===== src/rtl/fc_requant_if.sv =====
// Frame-in / beat-out bundle for the FC requantizing serializer.
// slave is the serializer's view, master is the producer/consumer side.
interface fc_requant_if #(
    parameter int WIDTH   = 8,
    parameter int IN      = 128,
    parameter int NEURONS = 64
);
    localparam int IW   = 2 * WIDTH + $clog2(IN);
    localparam int IDXW = (NEURONS > 1) ? $clog2(NEURONS) : 1;

    logic [NEURONS*IW-1:0] z_in;
    logic                  in_valid;
    logic                  in_ready;
    logic [WIDTH-1:0]      out_data;
    logic [IDXW-1:0]       out_idx;
    logic                  out_valid;
    logic                  out_ready;
    logic                  out_last;

    modport slave (
        input  z_in, in_valid, out_ready,
        output in_ready, out_data, out_idx, out_valid, out_last
    );

    modport master (
        output z_in, in_valid, out_ready,
        input  in_ready, out_data, out_idx, out_valid, out_last
    );
endinterface


===== src/rtl/fc_requant_serializer.sv =====
// Captures a frame of NEURONS wide neuron outputs, streams them as rounded/saturated WIDTH-bit beats.
// Latency: first beat valid 1 cycle after capture; a frame takes at least NEURONS+1 cycles.
// Backpressure: beats hold while out_ready=0; in_ready only in IDLE. FC_ARGMAX_EN adds argmax outputs.
module fc_requant_serializer #(
    parameter int WIDTH   = 8,
    parameter int IN      = 128,
    parameter int NEURONS = 64,
    parameter int SHIFT   = 7
) (
    input  logic clk,
    input  logic rst,
    fc_requant_if.slave bus
`ifdef FC_ARGMAX_EN
    ,
    output logic argmax_valid,
    output logic [((NEURONS > 1) ? $clog2(NEURONS) : 1)-1:0] argmax_idx
`endif
);
    localparam int IW   = 2 * WIDTH + $clog2(IN);
    localparam int IDXW = (NEURONS > 1) ? $clog2(NEURONS) : 1;
    localparam logic [IDXW-1:0] LAST = IDXW'(NEURONS - 1);
    localparam logic [IW:0] MAXV = (IW+1)'((1 << (WIDTH - 1)) - 1);

    typedef enum logic {IDLE, STREAM} state_t;

    state_t          state;
    logic [IDXW-1:0] idx;
    logic [IW-1:0]   frame_buf [NEURONS];
    logic [IW-1:0]   cur;
    logic [IW:0]     r;
    logic [WIDTH-1:0] sat;
    logic            stream_vld;
    logic            take;

    always_ff @(posedge clk) begin
        if (rst) begin
            state <= IDLE;
            idx   <= '0;
        end else begin
            case (state)
                IDLE: if (bus.in_valid) begin
                    state <= STREAM;
                    idx   <= '0;
                end
                STREAM: if (bus.out_ready) begin
                    if (idx == LAST) state <= IDLE;
                    else             idx   <= idx + IDXW'(1);
                end
                default: state <= IDLE;
            endcase
        end
    end

    // Buffer is only ever read after a capture, so it carries no reset.
    always_ff @(posedge clk) begin
        if (state == IDLE && bus.in_valid) begin
            for (int k = 0; k < NEURONS; k++) begin
                frame_buf[k] <= bus.z_in[k*IW +: IW];
            end
        end
    end

    assign cur = frame_buf[idx];

    // One extra bit keeps the rounding add from wrapping at full-scale input.
    if (SHIFT > 0) begin : g_round
        localparam logic [IW:0] RND = (IW+1)'(1) << (SHIFT - 1);
        assign r = ({1'b0, cur} + RND) >> SHIFT;
    end else begin : g_pass
        assign r = {1'b0, cur};
    end

    assign sat        = (r > MAXV) ? MAXV[WIDTH-1:0] : r[WIDTH-1:0];
    assign stream_vld = (state == STREAM) && !rst;
    assign take       = stream_vld && bus.out_ready;

    assign bus.in_ready  = (state == IDLE) && !rst;
    assign bus.out_valid = stream_vld;
    assign bus.out_last  = stream_vld && (idx == LAST);
    assign bus.out_idx   = stream_vld ? idx : '0;
    assign bus.out_data  = stream_vld ? sat : '0;

`ifdef FC_ARGMAX_EN
    logic [IW-1:0]   max_q;
    logic [IDXW-1:0] best_q;
    logic            better;

    // Strict compare: an equal later value never displaces the earlier index.
    assign better = (idx == '0) || (cur > max_q);

    always_ff @(posedge clk) begin
        if (rst) begin
            argmax_valid <= 1'b0;
            argmax_idx   <= '0;
            max_q        <= '0;
            best_q       <= '0;
        end else begin
            argmax_valid <= 1'b0;
            if (take) begin
                if (better) begin
                    max_q  <= cur;
                    best_q <= idx;
                end
                if (idx == LAST) begin
                    argmax_valid <= 1'b1;
                    argmax_idx   <= better ? idx : best_q;
                end
            end
        end
    end
`endif
endmodule


===== src/flat_wrapper.sv =====
// flat-port wrapper written by rule: the top's interface ports become plain ports
module fc_requant_serializer_flat 
#(
    parameter int WIDTH   = 8,
    parameter int IN      = 128,
    parameter int NEURONS = 64,
    parameter int SHIFT   = 7
)
  (clk, rst, bus_z_in, bus_in_valid, bus_out_ready, bus_in_ready, bus_out_data, bus_out_idx, bus_out_valid, bus_out_last);
  fc_requant_if #(.WIDTH(WIDTH), .IN(IN), .NEURONS(NEURONS)) bus_i ();
  input  logic clk;
  input  logic rst;
  input wire logic [$bits(bus_i.z_in)-1:0] bus_z_in;
  input wire logic [$bits(bus_i.in_valid)-1:0] bus_in_valid;
  input wire logic [$bits(bus_i.out_ready)-1:0] bus_out_ready;
  output wire logic [$bits(bus_i.in_ready)-1:0] bus_in_ready;
  output wire logic [$bits(bus_i.out_data)-1:0] bus_out_data;
  output wire logic [$bits(bus_i.out_idx)-1:0] bus_out_idx;
  output wire logic [$bits(bus_i.out_valid)-1:0] bus_out_valid;
  output wire logic [$bits(bus_i.out_last)-1:0] bus_out_last;
  assign bus_i.z_in = bus_z_in;
  assign bus_i.in_valid = bus_in_valid;
  assign bus_i.out_ready = bus_out_ready;
  assign bus_in_ready = bus_i.in_ready;
  assign bus_out_data = bus_i.out_data;
  assign bus_out_idx = bus_i.out_idx;
  assign bus_out_valid = bus_i.out_valid;
  assign bus_out_last = bus_i.out_last;
  fc_requant_serializer #(.WIDTH(WIDTH), .IN(IN), .NEURONS(NEURONS), .SHIFT(SHIFT)) u_core (.clk(clk), .rst(rst), .bus(bus_i));
endmodule

===== config.mk =====
export PLATFORM = sky130hd
export DESIGN_NAME = fc_requant_serializer_flat
export DESIGN_NICKNAME = d
export VERILOG_FILES = /design/src/rtl/fc_requant_if.sv /design/src/rtl/fc_requant_serializer.sv /design/src/flat_wrapper.sv
export SDC_FILE = /design/constraint.sdc
export NUM_CORES = 1
export LEC_CHECK = 0
export CORE_AREA = 3 3 587 589
export CTS_CLUSTER_SIZE = 28
export DETAILED_ROUTE_END_ITERATION = 8
export DIE_AREA = 0 0 590 592
export PLACE_DENSITY = 0.42
export SETUP_SLACK_MARGIN = 0.1
export SLEW_MARGIN = 20
export SYNTH_ARGS = -nofsm -noshare
export SYNTH_HDL_FRONTEND = slang
export SYNTH_SLANG_ARGS = --single-unit

===== constraint.sdc =====
create_clock -name clk -period 106 [get_ports clk]
set_input_delay 10.6 -clock clk [delete_from_list [all_inputs] [get_ports clk]]
set_output_delay 10.6 -clock clk [all_outputs]
set_load 0.005 [all_outputs]

==> qor.yml <==
flow_run:
  cap_viol_max_count: 0
floorplan:
  die_area_um2: 349000
  die_x_um: 590
  row_count: 214
  floorplan.initialDensity_pct: 12.5
  core-area_um2: 340000
  floorplan.io_pins: 1493
  die_h_um: 592
detailed_routing:
  remaining_drc_errors: 0
  drt_iter0_markers: 1978
  wirelength_um: 228000
  via_per_inst: 3.24
  wl_per_cell_um: 29.1
  postRouteAntennaNets: 0
  dr.pass1.iters: 7
  route.vias.total: 25400
logic_synthesis:
  ys.flop_type: "edfxtp_1"
  avgSynthCellArea_um2: 22.0
  synthTopCellsByCount: "1,088 x edfxtp_1, 247 x mux4_2, 87 x nand2_1"
  synth_top_family_by_area: "multiplexers"
  synth_top_area_share_pct: 76.6
  syn_area_um2: 42600
  synth-async-reset-ratio_pct: 0
  synth_edf_count: 1088
  synth_cell_type_count: 64
  yosys.area.top_type: "edfxtp_1"
  synthAdderAreaFrac_pct: 0.0587
  synth_most_common_cell: "edfxtp_1"
  synth-simple-area-share_pct: 2.67
  ys_seq_area_share_pct: 77.2
  synth_compound_area_share_pct: 2.63
  synth_cells: 1940
  synth_area_leaders: "edfxtp_1 77%, mux4_2 13%, mux2i_1 1.4%"
  synth-xor-area-share_pct: 0.285
  synth_seq_cells: 1101
  synthMuxAreaShare_pct: 15.5
  yosysWarnings: 0
  synth_nets: 3418
sta:
  timing.fmax_ghz: 0.0420
  tns_ps: 0
  maxSlewHeadroom_pct: 14.5
  setup_viol: 0
  finalCritPeriodShare_pct: 22.5
  hold_viol: 0
  rsz0062_at_grt: "no"
  min_period_ps: 23800
  fin_skew_ps: 31.7
  drv_slew: 0
  worst_pin_slew_ps: 1280
  timing.hold.ws_ps: 554
place:
  dp_hpwl_um: 183000
  place_area_um2: 59200
  gp_congestion: 0.818
  port_buffers: 1107
pwr:
  peakVddDrop_mv: 0.0109
  power_density_nw_per_um2: 17.0
  p_leak_nw: 19.7
  seqPwrFrac_pct: 47.6
  p_sw_share_pct: 23.0
  power_frac_comb_pct: 8.1
  power_mw: 1.08
  p_switching_mw: 0.249
  p_int_mw: 0.834
  pwr-share-clk_pct: 44.2
clocking:
  clk_pin_slew_ps: 60
  clk_path_buf_depth: 4
  cts_tree: "built"
  clkLatencyLatePin_ps: 830
  holdBufCountCts: 0
  postCtsSetupBuffers: 0
  cts_root_buf: "clkbuf_16"
  cts.sinks: 1101
  h-tree-depth: 4
  post_cts_resized: 0
  cts_buffers: 145
worst_setup_path:
  cp.required_ps: 95400
  worstPathMaxFanout: 9
  r2r_slack_ps: 100400
  startpoint_type: "input pin"
  crit_path_end_kind: "output port"
  crit_path_start: "rst"
  r2r_start: "u_core.state"
  path_class: "input pin to output port"
  cp_data_arrival_time_ps: 13200
finish:
  nets: 4629
  area_growth_syn_to_layout_pct: 49.7
  final_area_um2: 63800
  drive_gt1_share_pct: 16.7
min_path:
  hold_class: "flip-flop to flip-flop"
  hp-start: "u_core.idx[1]"
global_routing:
  overflow: 0
  grt_start_max_net_pins: 158
  grt_pass1_wl_um: 284000
  antenna_found_initial: 186
  grt_util_all_layers_pct: 12.6
  grt_pass1_vias: 27300
run_status:
  status: "complete, no violations"
[metrics by stage]
stage,util (%),setup slack (ps),cells
floorplan,-,43780,1940
global placement,17.4,82150,7540
detailed placement,17.4,82160,7540
CTS,18.7,82150,7790
global route,18.8,82040,7800
finish,18.8,82200,7851
[registers in the layout, summed over array words and instances (netlist names), named ones only]
signal	cells
u_core.state	1
u_core.frame_buf	1088
u_core.idx	6
[worst max-delay path: stages]
cell and delay (ps):
clkdlybuf4s50_1 580, nand2b_1 790, inv_1 450, and2_1 310
clkdlybuf4s50_1 450
[final timing paths]
kind                                            endpoint  cells after the start
worst max-delay path                      bus_out_idx[0]                      5
worst min-delay path                           flip-flop                      2
worst max register to register  u_core.frame_buf[31][11]                      7
worst min register to register                 flip-flop                      2
[cell usage in the layout (no fill, tap or decap), types with 5 or more instances in the layout]
cell                n
inv_2               5
a21oi_1            16
clkinv_1           30
nand2b_1           14
a211oi_1           13
nand3_1            25
clkbuf_1           28
diode_2            61
nand2_1            87
and2_1             14
nor3_1             18
clkdlybuf4s50_1  1107
a221oi_1            7
nor2b_1            12
mux2_2             17
a32oi_1            13
a22oi_1            36
mux4_1              9
dfxtp_4             5
mux4_2            247
clkinv_2           22
a22o_1              9
xor2_1              8
nor2_1             26
bufinv_16           9
clkbuf_16         147
mux2i_1            58
edfxtp_1         1088
buf_4              52
dfxtp_1             7
a31oi_1             7
o22ai_1            20
nand4_1             6
o21ai_0            12
[layer usage]
layer / vias to the layer above / wire length [um] / GRT usage, %
li1: 10700 / - / -
met5: - / 985 / 0
met3: 437 / 27800 / 6.40
met1: 12700 / 81500 / 13.4
met2: 1392 / 108000 / 21.1
met4: 146 / 9780 / 5.21
[power by group through the flow]
stage	Combinational (mW)	Sequential (mW)	Clock (mW)
floorplan	0.0279	0.565	0
global placement	0.0907	0.525	0
detailed placement	0.0914	0.526	0
CTS	0.0918	0.517	0.501
global route	0.0942	0.518	0.515
finish	0.0882	0.516	0.479
[kinds of logic (layout without fill, tap and decap cells)]
| group | Yosys count | in the layout |
|---|---|---|
| compound gates | 155 | 155 |
| xor+xnor | 13 | 13 |
| fa+ha+maj | 2 | 2 |
| buf+inv | 105 | 1419 |
| flops | 1101 | 1101 |
| mux | 333 | 333 |
| other cells | 1 | 62 |
| simple gates | 230 | 230 |
[area by class of cell]
cell class	count	area [um2]
Timing Repair Buffer	1162	11500
Sequential cell	1101	33000
Clock inverter	75	678
Antenna cell	61	153
Multi-Input combinational cell	734	9050
Fill cell	36400	276000
Inverter	7	26.3
Clock buffer	175	3780
Tap cell	4536	5680
Power figures use the tool's default switching activity.
==> variant (same settings) <==
`IN` is set to 128 in 3 places; all go to 256.
--- a/src/rtl/fc_requant_if.sv
+++ b/src/rtl/fc_requant_if.sv
@@ -2,7 +2,7 @@
 // slave is the serializer's view, master is the producer/consumer side.
 interface fc_requant_if #(
     parameter int WIDTH   = 8,
-    parameter int IN      = 128,
+    parameter int IN      = 256,
     parameter int NEURONS = 64
 );
     localparam int IW   = 2 * WIDTH + $clog2(IN);
--- a/src/rtl/fc_requant_serializer.sv
+++ b/src/rtl/fc_requant_serializer.sv
@@ -3,7 +3,7 @@
 // Backpressure: beats hold while out_ready=0; in_ready only in IDLE. FC_ARGMAX_EN adds argmax outputs.
 module fc_requant_serializer #(
     parameter int WIDTH   = 8,
-    parameter int IN      = 128,
+    parameter int IN      = 256,
     parameter int NEURONS = 64,
     parameter int SHIFT   = 7
 ) (
--- a/src/flat_wrapper.sv
+++ b/src/flat_wrapper.sv
@@ -2,7 +2,7 @@
 module fc_requant_serializer_flat 
 #(
     parameter int WIDTH   = 8,
-    parameter int IN      = 128,
+    parameter int IN      = 256,
     parameter int NEURONS = 64,
     parameter int SHIFT   = 7
 )
Interface: changed (resized bus_z_in); port bits go from 1493 to 1557. No check against the original RTL was run, so the function may have changed too.
==> variant against the original RTL <==
Worst setup slack improved by 480 ps; critical endpoint is now bus_out_idx[4]; area after synthesis rose by 6.9%; highest routed layer unchanged; sequential power rose by 5.8%; critical path depth is the same; largest cell class unchanged; sequential cell count up 64; power rose by 4.0%; core utilization increased by 1.1 points; synthesized cell count is 13% higher; routed wire length decreased by 1.3%; count of clock-buffer cells in the layout up 8; via count grew 7.1%; design area increased by 5.7%.
==> variant: results (changes against the original RTL) <==
status finished clean; Clk pwr share 43.4% (-0.8 points); overall routing resource usage 12.4% (-0.20 points); largest net degree at the start of global routing 161 (+1.9%); mux cell area share after synthesis 15.2% (-0.28 points); wire length on met2 113000 um (+4.2%); GR Util met3 4.97% (-1.4 points); via count 27200 (+7.1%); Data buffer area share 18.2% (+0.13 points); grt met1 use 13.9% (+0.52 points); top cells by area, synth edfxtp_1, mux4_2, mux2i_1, a22oi_1, mux4_1; sequential-to-total area share from yosys stat 76.4% (-0.80 points); initial DRC count 1867 (-5.6%); Int Power 0.869 mW (+4.1%); share of cells above drive strength 1 13.7% (-3.0 points); compound-cell area share of the yosys netlist 3.50% (+0.87 points); IO Port Bufs 1171 (+5.8%); most frequent cells after synthesis edfxtp_1, mux2i_1, mux4_2; worst slew pin tran 1080 ps (-206 ps); initial antenna violation count 173 (-7.0%); Seq/total area 51.7% (+0.089 points); Post-synth EDFFs 1152 (+5.9%); vias in the first global route 29400 (+7.9%); sequential power share 48.4% (+0.8 points); placed cell area 62800 um^2 (+6.0%); Worst VDD drop 12.2 uV (+12%)
-- variant: cell types whose count changed in the layout (fill, tap and decap cells not counted), sizes merged, moves of 15 or more --
cell	before	now
nand3	25	54
mux2i	60	224
clkdlybuf4s50	1107	1171
a22oi	36	88
mux4	256	198
nand2	87	47
edfxtp	1088	1152
diode	61	46
-- variant: worst max-delay path: stages --
cell             delay [ps]
clkdlybuf4s50_1         560
nand2b_1                600
inv_1                   270
and2_1                  240
clkdlybuf4s50_1         440
-- variant: per-stage QoR --
step / instances / total power [mW] / hold WS [ps] / setup WS, ps
floorplan: 2185 / 0.631 / 494 / 40820
global placement: 7841 / 0.650 / 535 / 82750
detailed placement: 7841 / 0.651 / 555 / 82710
CTS: 8098 / 1.16 / 569 / 82710
global route: 8103 / 1.17 / 598 / 82600
finish: 8144 / 1.13 / 578 / 82680
